==> config.mk <==
export PLATFORM = sky130hd
export DESIGN_NAME = svc_rv_mem_arb
export DESIGN_NICKNAME = d
export VERILOG_FILES = /design/src/rtl/svc_rv_mem_arb.sv
export SDC_FILE = /design/constraint.sdc
export NUM_CORES = 1
export LEC_CHECK = 0
export CORE_AREA = 3 3 131 133
export DETAILED_ROUTE_END_ITERATION = 10
export DIE_AREA = 0 0 134 136
export PLACE_DENSITY = 0.71
export SYNTH_ARGS = -nofsm -noshare
export SYNTH_HDL_FRONTEND = slang
export SYNTH_SLANG_ARGS = --single-unit
==> constraint.sdc <==
create_clock -name clk -period 6.81 [get_ports clk]
set_input_delay 1.362 -clock clk [delete_from_list [all_inputs] [get_ports clk]]
set_output_delay 1.362 -clock clk [all_outputs]
set_load 0.005 [all_outputs]
==> src/rtl/svc_rv_mem_arb.sv <==
// svc_rv_mem_arb
// Shares one single-port SRAM (combinational read data) between the core's
// instruction-fetch port and its data port. At most one SRAM access (one read
// or one write) is granted per cycle; the loser is stalled. Read data from a
// granted access is registered, so each requester sees a 1-cycle read latency.
//
// Grant priority, evaluated combinationally each cycle:
//   1. imem read, when it has been denied STARVE_MAX cycles in a row
//   2. data write (unless the write half of a write+read pair is already done)
//   3. data read
//   4. imem read
//
// dwr_first state (tracks a data write+read pair requested in the same cycle)
//   state | meaning
//   0     | no split data request in progress; dmem_we arbitrates normally
//   1     | write half already granted; dmem_we ignored until the read is granted
//
// STARVE_MAX must be in 1..255 because the starvation counter is 8 bits wide.

module svc_rv_mem_arb #(
  parameter int AW         = 32,
  parameter int DW         = 32,
  parameter int STARVE_MAX = 4
) (
  input  logic            clk,
  input  logic            rst,

  input  logic            imem_ren,
  input  logic [AW-1:0]   imem_raddr,
  output logic [DW-1:0]   imem_rdata,
  output logic            imem_stall,

  input  logic            dmem_ren,
  input  logic [AW-1:0]   dmem_raddr,
  output logic [DW-1:0]   dmem_rdata,
  input  logic            dmem_we,
  input  logic [AW-1:0]   dmem_waddr,
  input  logic [DW-1:0]   dmem_wdata,
  input  logic [DW/8-1:0] dmem_wstrb,
  output logic            dmem_stall,

  output logic            mem_ren,
  output logic [AW-1:0]   mem_raddr,
  input  logic [DW-1:0]   mem_rdata,
  output logic            mem_we,
  output logic [AW-1:0]   mem_waddr,
  output logic [DW-1:0]   mem_wdata,
  output logic [DW/8-1:0] mem_wstrb
);

  typedef enum logic [1:0] {
    GNT_NONE = 2'd0,
    GNT_IMEM = 2'd1,
    GNT_DWR  = 2'd2,
    GNT_DRD  = 2'd3
  } gnt_t;

  localparam logic [7:0] STARVE_LIM = 8'(STARVE_MAX);

  logic [7:0] cnt;
  logic [7:0] cnt_next;
  logic       dwr_first;
  logic       dwr_first_next;
  gnt_t       gnt;
  logic       starve;
  logic       wr_req;
  logic       data_done;

  // State register: starvation counter and split write/read tracking
  always_ff @(posedge clk) begin
    if (rst) begin
      cnt       <= 8'd0;
      dwr_first <= 1'b0;
    end else begin
      cnt       <= cnt_next;
      dwr_first <= dwr_first_next;
    end
  end

  // Registered read data: capture SRAM output at the end of a granted read
  always_ff @(posedge clk) begin
    if (rst) begin
      imem_rdata <= '0;
      dmem_rdata <= '0;
    end else begin
      if (gnt == GNT_IMEM) imem_rdata <= mem_rdata;
      if (gnt == GNT_DRD)  dmem_rdata <= mem_rdata;
    end
  end

  // Next-state: grant selection, counter and dwr_first updates
  always_comb begin
    starve = imem_ren && (cnt == STARVE_LIM);
    // Once the write half of a write+read pair is done the core still holds
    // dmem_we high (it is stalled), so it must be masked to let the read win.
    wr_req = dmem_we && !dwr_first;

    gnt = GNT_NONE;
    if (rst)           gnt = GNT_NONE;
    else if (starve)   gnt = GNT_IMEM;
    else if (wr_req)   gnt = GNT_DWR;
    else if (dmem_ren) gnt = GNT_DRD;
    else if (imem_ren) gnt = GNT_IMEM;

    cnt_next = cnt;
    if (gnt == GNT_IMEM || !imem_ren) begin
      cnt_next = 8'd0;
    end else if (cnt >= STARVE_LIM) begin
      cnt_next = STARVE_LIM;
    end else begin
      cnt_next = cnt + 8'd1;
    end

    dwr_first_next = dwr_first;
    if (gnt == GNT_DRD) begin
      dwr_first_next = 1'b0;
    end else if (gnt == GNT_DWR && dmem_ren) begin
      dwr_first_next = 1'b1;
    end
  end

  // Outputs: SRAM drive and requester stalls derived from the grant
  always_comb begin
    mem_ren   = (gnt == GNT_IMEM) || (gnt == GNT_DRD);
    mem_raddr = (gnt == GNT_DRD) ? dmem_raddr : imem_raddr;
    mem_we    = (gnt == GNT_DWR);
    mem_waddr = dmem_waddr;
    mem_wdata = dmem_wdata;
    mem_wstrb = dmem_wstrb;

    // The data port is released only when its whole request is complete: a
    // read grant, or a write grant that has no read riding along with it.
    data_done = (gnt == GNT_DRD) || ((gnt == GNT_DWR) && !dmem_ren);

    imem_stall = 1'b0;
    dmem_stall = 1'b0;
    if (!rst) begin
      imem_stall = imem_ren && (gnt != GNT_IMEM);
      dmem_stall = (dmem_ren || dmem_we) && !data_done;
    end
  end

  // Invariants: one SRAM access per cycle, no writes during reset, bounded counter
  always_ff @(posedge clk) begin
    assert (!(mem_ren && mem_we))
      else $error("svc_rv_mem_arb: read and write granted together");
    assert (!(rst && (mem_we || mem_ren)))
      else $error("svc_rv_mem_arb: SRAM access during reset");
    assert (rst || cnt <= STARVE_LIM)
      else $error("svc_rv_mem_arb: starvation counter out of range");
  end

endmodule
==> metrics.cfg, run 1 <==
[route]
antenna_violating_nets_post_route = 0
detailedRoute.firstIterationViolations = 110
wirelength_per_cell_um = 20.83
drt_first_pass_iters = 4
drc = 0
routed_wirelength_mm = 15.41
dr_total_vias = 3218
vias_per_cell = 4.349

[worst_setup_path]
cp_slowest_cell = sky130_fd_sc_hd__nor2_4
worst_path_cell_trace = clkdlybuf4s50_1, nand2b_1, o311ai_4, nor2_4, buf_4, mux2_2, clkdlybuf4s50_1
worstSetupEndpointType = output pin
critPathKind = in -> out
critical_path_peak_fanout = 18
worst_path_dominant_cell_family = buffers and inverters
crit_arrival_ns = 3.99
cp_data_required_time_ns = 5.45
critPathLaunchType = input port
crit_top_cell = sky130_fd_sc_hd__clkdlybuf4s50_1
worstPathBufferInverterCount = 3
timing.critical_path.slowest_cell_delay_ns = 0.49

[place]
port_buffers = 200
dpl.hpwl_mm = 12.44
gpl.final_weighted_congestion = 0.9025

[run]
maxCapViolCount = 0

[sta]
max_freq_ghz = 0.1869
setup_viol_count_final = 0
drv_slew = 0
slew_headroom = 0.4987
fin_crit_ns = 5.351
rsz0062_at_grt = false
final_min_period_over_clock_period = 0.7857
final_hold_viol_count = 0
worst_slew_pin_slew_ns = 0.7520
final.setup.tns_ns = 0
fin_worst_skew_ns = 0.008964

[synthesis]
avg_inst_size_synth_um2 = 10.04
synth_top_cell_by_area = sky130_fd_sc_hd__dfxtp_1
distinct_cell_type_count_after_synthesis = 28
ys_seq_area_frac = 0.3721
synth_largest_type_area_fraction = 0.3721
syn_area_um2 = 3928
syn-instance-count = 391
ys_ff_latch = 73
ys_warn_count = 0
netlist_top_cells_area = sky130_fd_sc_hd__dfxtp_1 37%, sky130_fd_sc_hd__buf_4 13%, sky130_fd_sc_hd__mux2_4 11%

[pwr]
vdd_drop_max_mv = 0.08705
pwr_density_cell_nw_per_um2 = 208.1
fraction_of_power_consumed_by_the_clock_network = 0.416
cellInternalPower_w = 0.0009595
power.share.combinational = 0.206
p_sw_w = 0.0002788
final_total_pwr_w = 0.001238
power.leakage_nw = 2.314
switching_fraction = 0.2251
seq_power_share = 0.378

[global_routing]
antenna_found_initial = 3
pin_count_of_the_biggest_net_entering_global_routing = 103
global_route.overflow_total = 0
grt_usage = 0.1593
first_global_vias = 3360
grt_pass1_wl_mm = 21.48

[finish]
area_growth_pct = 51.51
register_area_um2 = 1461
layout_cell_share_with_drive_strength_beyond_1 = 0.1109
post-route-util = 0.3733
multi_input_comb_area_um2 = 1848
final_net_count = 689
fill_cells = 1570

[floorplan]
die_width_um = 134
floorplan.initialDensity = 0.2464
die_area_um2 = 18220
placementRows = 46
fp.dieH_um = 136
core_area_um2 = 15940
io-pin-count = 337

[clocking]
cts.clk_slew.worst_paths_ns = 0.05
worst_skew_pair.late_latency_ns = 0.33
cts_setup_buffers = 0
tritoncts = built
clock_sink_count = 73
clock-root-buffer = sky130_fd_sc_hd__clkbuf_16
post_cts.resized_instances = 0
ctsLongestPathBuffers = 2
cts_htree_levels = 3
hold_buffers = 0
numCtsBuffers = 9

[status]
status = finished, final reports clean

[min_path]
min-delay-path-class = reg -> reg

-- layer usage --
metal / vias up / GRT usage / wire, um
li1: 1490 / - / -
met1: 1485 / 0.1672 / 5587
met2: 211 / 0.2594 / 7144
met3: 28 / 0.08993 / 2023
met4: 4 / 0.07429 / 637
met5: - / 0.005556 / 22
-- worst min-delay path: stages (launching register included) --
cell and delay, ns:
sky130_fd_sc_hd__dfxtp_1 0.30, sky130_fd_sc_hd__nand2b_1 0.06, sky130_fd_sc_hd__mux2i_1 0.06
-- cell usage after synthesis --
cell	n
sky130_fd_sc_hd__or4_4	1
sky130_fd_sc_hd__nor3_2	1
sky130_fd_sc_hd__nor4_1	1
sky130_fd_sc_hd__nor2b_1	2
sky130_fd_sc_hd__clkbuf_1	14
sky130_fd_sc_hd__nor3_1	1
sky130_fd_sc_hd__nand2_1	1
sky130_fd_sc_hd__conb_1	1
sky130_fd_sc_hd__dfxtp_1	73
sky130_fd_sc_hd__o311ai_4	1
sky130_fd_sc_hd__buf_4	68
sky130_fd_sc_hd__xor2_1	1
sky130_fd_sc_hd__mux2_4	30
sky130_fd_sc_hd__o31ai_1	1
sky130_fd_sc_hd__buf_2	6
sky130_fd_sc_hd__mux2i_1	33
sky130_fd_sc_hd__a21oi_1	4
sky130_fd_sc_hd__mux2_2	3
sky130_fd_sc_hd__nand3_1	1
sky130_fd_sc_hd__and2_1	2
sky130_fd_sc_hd__nand2b_1	65
sky130_fd_sc_hd__ha_1	2
sky130_fd_sc_hd__inv_1	3
sky130_fd_sc_hd__o21ai_0	36
sky130_fd_sc_hd__buf_6	4
sky130_fd_sc_hd__nand3b_1	32
sky130_fd_sc_hd__nor2_2	1
sky130_fd_sc_hd__nor2_1	3
-- power by group through the flow --
stage	clock (W)	combinational, W	sequential [W]
5_1_grt	0.000552	0.000272	0.000470
4_1_cts	0.000533	0.000259	0.000468
3_3_place_gp	0	0.000254	0.000475
6_report	0.000516	0.000255	0.000468
2_1_floorplan	0	0.000124	0.000477
3_5_place_dp	0	0.000257	0.000477
-- cell families after synthesis --
| group | Yosys count | synth area share |
|---|---|---|
| flip-flops | 73 | 0.3721 |
| XOR/XNOR | 1 | 0.002230 |
| AO/OA/AOI/OAI | 42 | 0.05957 |
| buffers and inverters | 95 | 0.1653 |
| other | 1 | 0.0009548 |
| adder cells (fa/ha/maj) | 2 | 0.006370 |
| multiplexers | 66 | 0.2074 |
| AND/OR/NAND/NOR | 111 | 0.1860 |
-- final timing paths --
| path | start | slack (ns) | endpoint | cells past startpoint |
|---|---|---|---|---|
| worst max register to register | cnt[5] | 4.67 | dmem_rdata[20] | 4 |
| worst min register to register | imem_rdata[12] | 0.48 | imem_rdata[12] | 2 |
| worst max-delay path | dmem_we | 1.46 | mem_raddr[31] | 7 |
| worst min-delay path | imem_rdata[12] | 0.48 | imem_rdata[12] | 2 |
-- layout make-up --
type                    instances  area share
inverters                       3    0.001892
repair buffers                204      0.3406
clock buffers                  12     0.04310
diodes                          1   0.0004205
flip-flops and latches         73      0.2456
multi-input cells             227      0.3106
well taps                     216     0.04542
clock inverters                 4     0.01241
-- per-stage QoR --
stage          instances  hold WS, ns  instance area (um2)  worst slack (ns)
4_1_cts              739       0.4820                 5948             1.451
5_1_grt              740       0.5028                 5951             1.328
3_3_place_gp         723       0.4603                 5618             1.546
6_report             740       0.4775                 5951             1.459
3_5_place_dp         723       0.4697                 5618             1.449
2_1_floorplan        395       0.4687                 3943             2.953
-- registers in the layout (all words and copies together) (netlist names) --
| signal | flops |
|---|---|
| dmem_rdata | 32 |
| cnt | 8 |
| imem_rdata | 32 |
| dwr_first | 1 |
-- placed cells by master (no fill, tap or decap), types with 2 or more instances in the layout --
cell                              instances
sky130_fd_sc_hd__clkdlybuf4s50_1        199
sky130_fd_sc_hd__mux2_4                  30
sky130_fd_sc_hd__clkbuf_8                 2
sky130_fd_sc_hd__bufinv_16                2
sky130_fd_sc_hd__inv_1                    3
sky130_fd_sc_hd__o21ai_0                 36
sky130_fd_sc_hd__nand2b_1                65
sky130_fd_sc_hd__a21oi_1                  3
sky130_fd_sc_hd__nand3b_1                32
sky130_fd_sc_hd__ha_1                     2
sky130_fd_sc_hd__nor2b_1                  2
sky130_fd_sc_hd__buf_4                    4
sky130_fd_sc_hd__nor2_1                   3
sky130_fd_sc_hd__clkbuf_16                9
sky130_fd_sc_hd__dfxtp_1                 73
sky130_fd_sc_hd__conb_1                   5
sky130_fd_sc_hd__mux2i_1                 33
sky130_fd_sc_hd__mux2_2                   3
sky130_fd_sc_hd__and2_1                   2
Power figures use the tool's default switching activity.
==> run 2, diff against run 1 <==
==> config.mk (replaced) <==
export PLATFORM = sky130hd
export DESIGN_NAME = svc_rv_mem_arb
export DESIGN_NICKNAME = d
export VERILOG_FILES = /design/src/rtl/svc_rv_mem_arb.sv
export SDC_FILE = /design/constraint.sdc
export NUM_CORES = 1
export LEC_CHECK = 0
export CORE_AREA = 3 3 128 130
export DETAILED_ROUTE_END_ITERATION = 10
export DIE_AREA = 0 0 131 133
export PLACE_DENSITY = 0.76
export SYNTH_ARGS = -nofsm -noshare
export SYNTH_HDL_FRONTEND = slang
export SYNTH_SLANG_ARGS = --single-unit
==> constraint.sdc (replaced) <==
create_clock -name clk -period 4.6 [get_ports clk]
set_input_delay 0.92 -clock clk [delete_from_list [all_inputs] [get_ports clk]]
set_output_delay 0.92 -clock clk [all_outputs]
set_load 0.005 [all_outputs]
==> metrics.cfg, run 2 (synthesized netlist as in run 1, its figures left out) <==
[worst_setup_path]
critical_path_peak_fanout = 32
reg2reg_to = dmem_rdata[2]
cp_data_required_time_ns = 3.68
critPathLaunchType = input port
timing.critical_path.slowest_cell_delay_ns = 0.51
worst_path_cell_trace = clkdlybuf4s50_1, nand3_1, o311ai_4, nor2_4, buf_12, mux2_4, clkdlybuf4s50_1
worst_path_dominant_cell_family = buffers and inverters
r2r_slack_ns = 2.46
critPathKind = in -> out
worstSetupEndpointType = output pin
crit_arrival_ns = 3.12
worst_r2r_startpoint = cnt[5]
worstPathBufferInverterCount = 3
crit_top_cell = sky130_fd_sc_hd__clkdlybuf4s50_1
worst-r2r-cell-count = 4
critical_path.startpoint = imem_ren
cp_slowest_cell = sky130_fd_sc_hd__clkdlybuf4s50_1

[sta]
worst_slew_pin_slew_ns = 0.7402
rsz0062_at_grt = false
finalHoldWorstSlack_ns = 0.4790
setup_viol_count_final = 0
max_freq_ghz = 0.2477
drv_slew = 0
fin_worst_skew_ns = 0.006377
final_min_period_over_clock_period = 0.8775
slew_headroom = 0.5066
fin_crit_ns = 4.036
final_hold_viol_count = 0
final.setup.tns_ns = 0

[clocking]
worst_skew_pair.late_latency_ns = 0.33
cts_setup_buffers = 0
post_cts.resized_instances = 0
cts.clk_slew.worst_paths_ns = 0.05
numCtsBuffers = 9
ctsLongestPathBuffers = 2
hold_buffers = 0
clock_sink_count = 73
cts_htree_levels = 3
clock-root-buffer = sky130_fd_sc_hd__clkbuf_16
tritoncts = built

[finish]
area_growth_pct = 51.67
fill_cells = 1486
final_net_count = 689
layout_cell_share_with_drive_strength_beyond_1 = 0.1111
insertedDiodeCount = 0
layout_commonest_cell = sky130_fd_sc_hd__clkdlybuf4s50_1
largest_registers = dmem_rdata (32), imem_rdata (32), cnt (8)
final_cell_mix = 199 x sky130_fd_sc_hd__clkdlybuf4s50_1, 73 x sky130_fd_sc_hd__dfxtp_1, 65 x sky130_fd_sc_hd__nand2b_1

[route]
drc = 0
drt_first_pass_iters = 4
routed_wirelength_mm = 14.80
dr_total_vias = 3166
antenna_violating_nets_post_route = 0
wirelength_per_cell_um = 20.19
detailedRoute.firstIterationViolations = 87
vias_per_cell = 4.319

[pwr]
cellInternalPower_w = 0.001440
switching_fraction = 0.2224
fraction_of_power_consumed_by_the_clock_network = 0.422
p_sw_w = 0.0004121
pwr_density_cell_nw_per_um2 = 311.0
power.share.combinational = 0.204
vdd_drop_max_mv = 0.1737
power.leakage_nw = 2.315
seq_power_share = 0.374

[floorplan]
io-pin-count = 337
placementRows = 45
core_area_um2 = 15260
fp.dieH_um = 133
floorplan.initialDensity = 0.2574
die_area_um2 = 17420
die_width_um = 131

[min_path]
source_of_the_worst_hold_timing_path = imem_rdata[14]
min-delay-path-class = reg -> reg
hold_path_end = imem_rdata[14]
worst_hold_path.num_cells = 2

[global_routing]
antenna_found_initial = 0
global_route.overflow_total = 0
grt_util_met1 = 0.1722
groute.layer.met3.usage = 0.06459
groute.layer.met2.usage = 0.2799
grt_pass1_wl_mm = 20.65
first_global_vias = 3335
pin_count_of_the_biggest_net_entering_global_routing = 103
top_usage_layer = met2
grt_usage = 0.1585

[place]
port_buffers = 200
dpl.hpwl_mm = 11.70
gpl.final_weighted_congestion = 0.8927

[status]
status = finished, final reports clean

[run]
maxCapViolCount = 0

-- run 2: stage by stage --
stage	power, W	worst slack (ns)	utilization	instance area [um2]	std cells
2_1_floorplan	0.0008896	1.627	-	3943	395
3_3_place_gp	0.001080	0.6233	0.3686	5624	718
3_5_place_dp	0.001085	0.5872	0.3686	5624	718
4_1_cts	0.001873	0.5786	0.3904	5957	733
5_1_grt	0.001922	0.5063	0.3904	5957	733
6_report	0.001853	0.5636	0.3904	5957	733
-- run 2: worst min-delay path, cell delays in order (launching register included) --
cell	delay [ns]
sky130_fd_sc_hd__dfxtp_1	0.31
sky130_fd_sc_hd__nand2b_1	0.06
sky130_fd_sc_hd__mux2i_1	0.06
-- run 2: final cells by class --
| class | count | area (um2) | share of cell area |
|---|---|---|---|
| multi-input combinational | 227 | 1848 | 0.3102 |
| clock inverter | 6 | 107.6 | 0.01806 |
| sequential | 73 | 1461 | 0.2453 |
| timing repair buffer | 204 | 2039 | 0.3424 |
| tap | 211 | 264.0 | 0.04432 |
| inverter | 3 | 11.26 | 0.001890 |
| clock buffer | 9 | 225.2 | 0.03781 |
-- run 2: worst max-delay path by stage --
stage,end,slack [ns],cells past startpoint
6_report,mem_raddr[23],0.56,7
4_1_cts,mem_raddr[23],0.58,7
3_5_place_dp,mem_raddr[23],0.59,7
5_1_grt,mem_raddr[23],0.51,7
3_3_place_gp,mem_raddr[23],0.62,7
2_1_floorplan,mem_raddr[10],1.63,6
-- run 2: per-layer routing --
metal / vias up / part of all wire
met5: - / 0
met4: 0 / 0.0087
met3: 9 / 0.12
met2: 193 / 0.50
met1: 1476 / 0.38
li1: 1488 / -
-- run 2: power by group through the flow --
stage                     Sequential, W  Clock, W  Combinational, W
after detailed placement       0.000706         0          0.000379
after global placement         0.000703         0          0.000377
after global routing           0.000697  0.000823          0.000402
final                          0.000693  0.000782          0.000378
after floorplan                0.000706         0          0.000183
after CTS                      0.000693  0.000797          0.000383
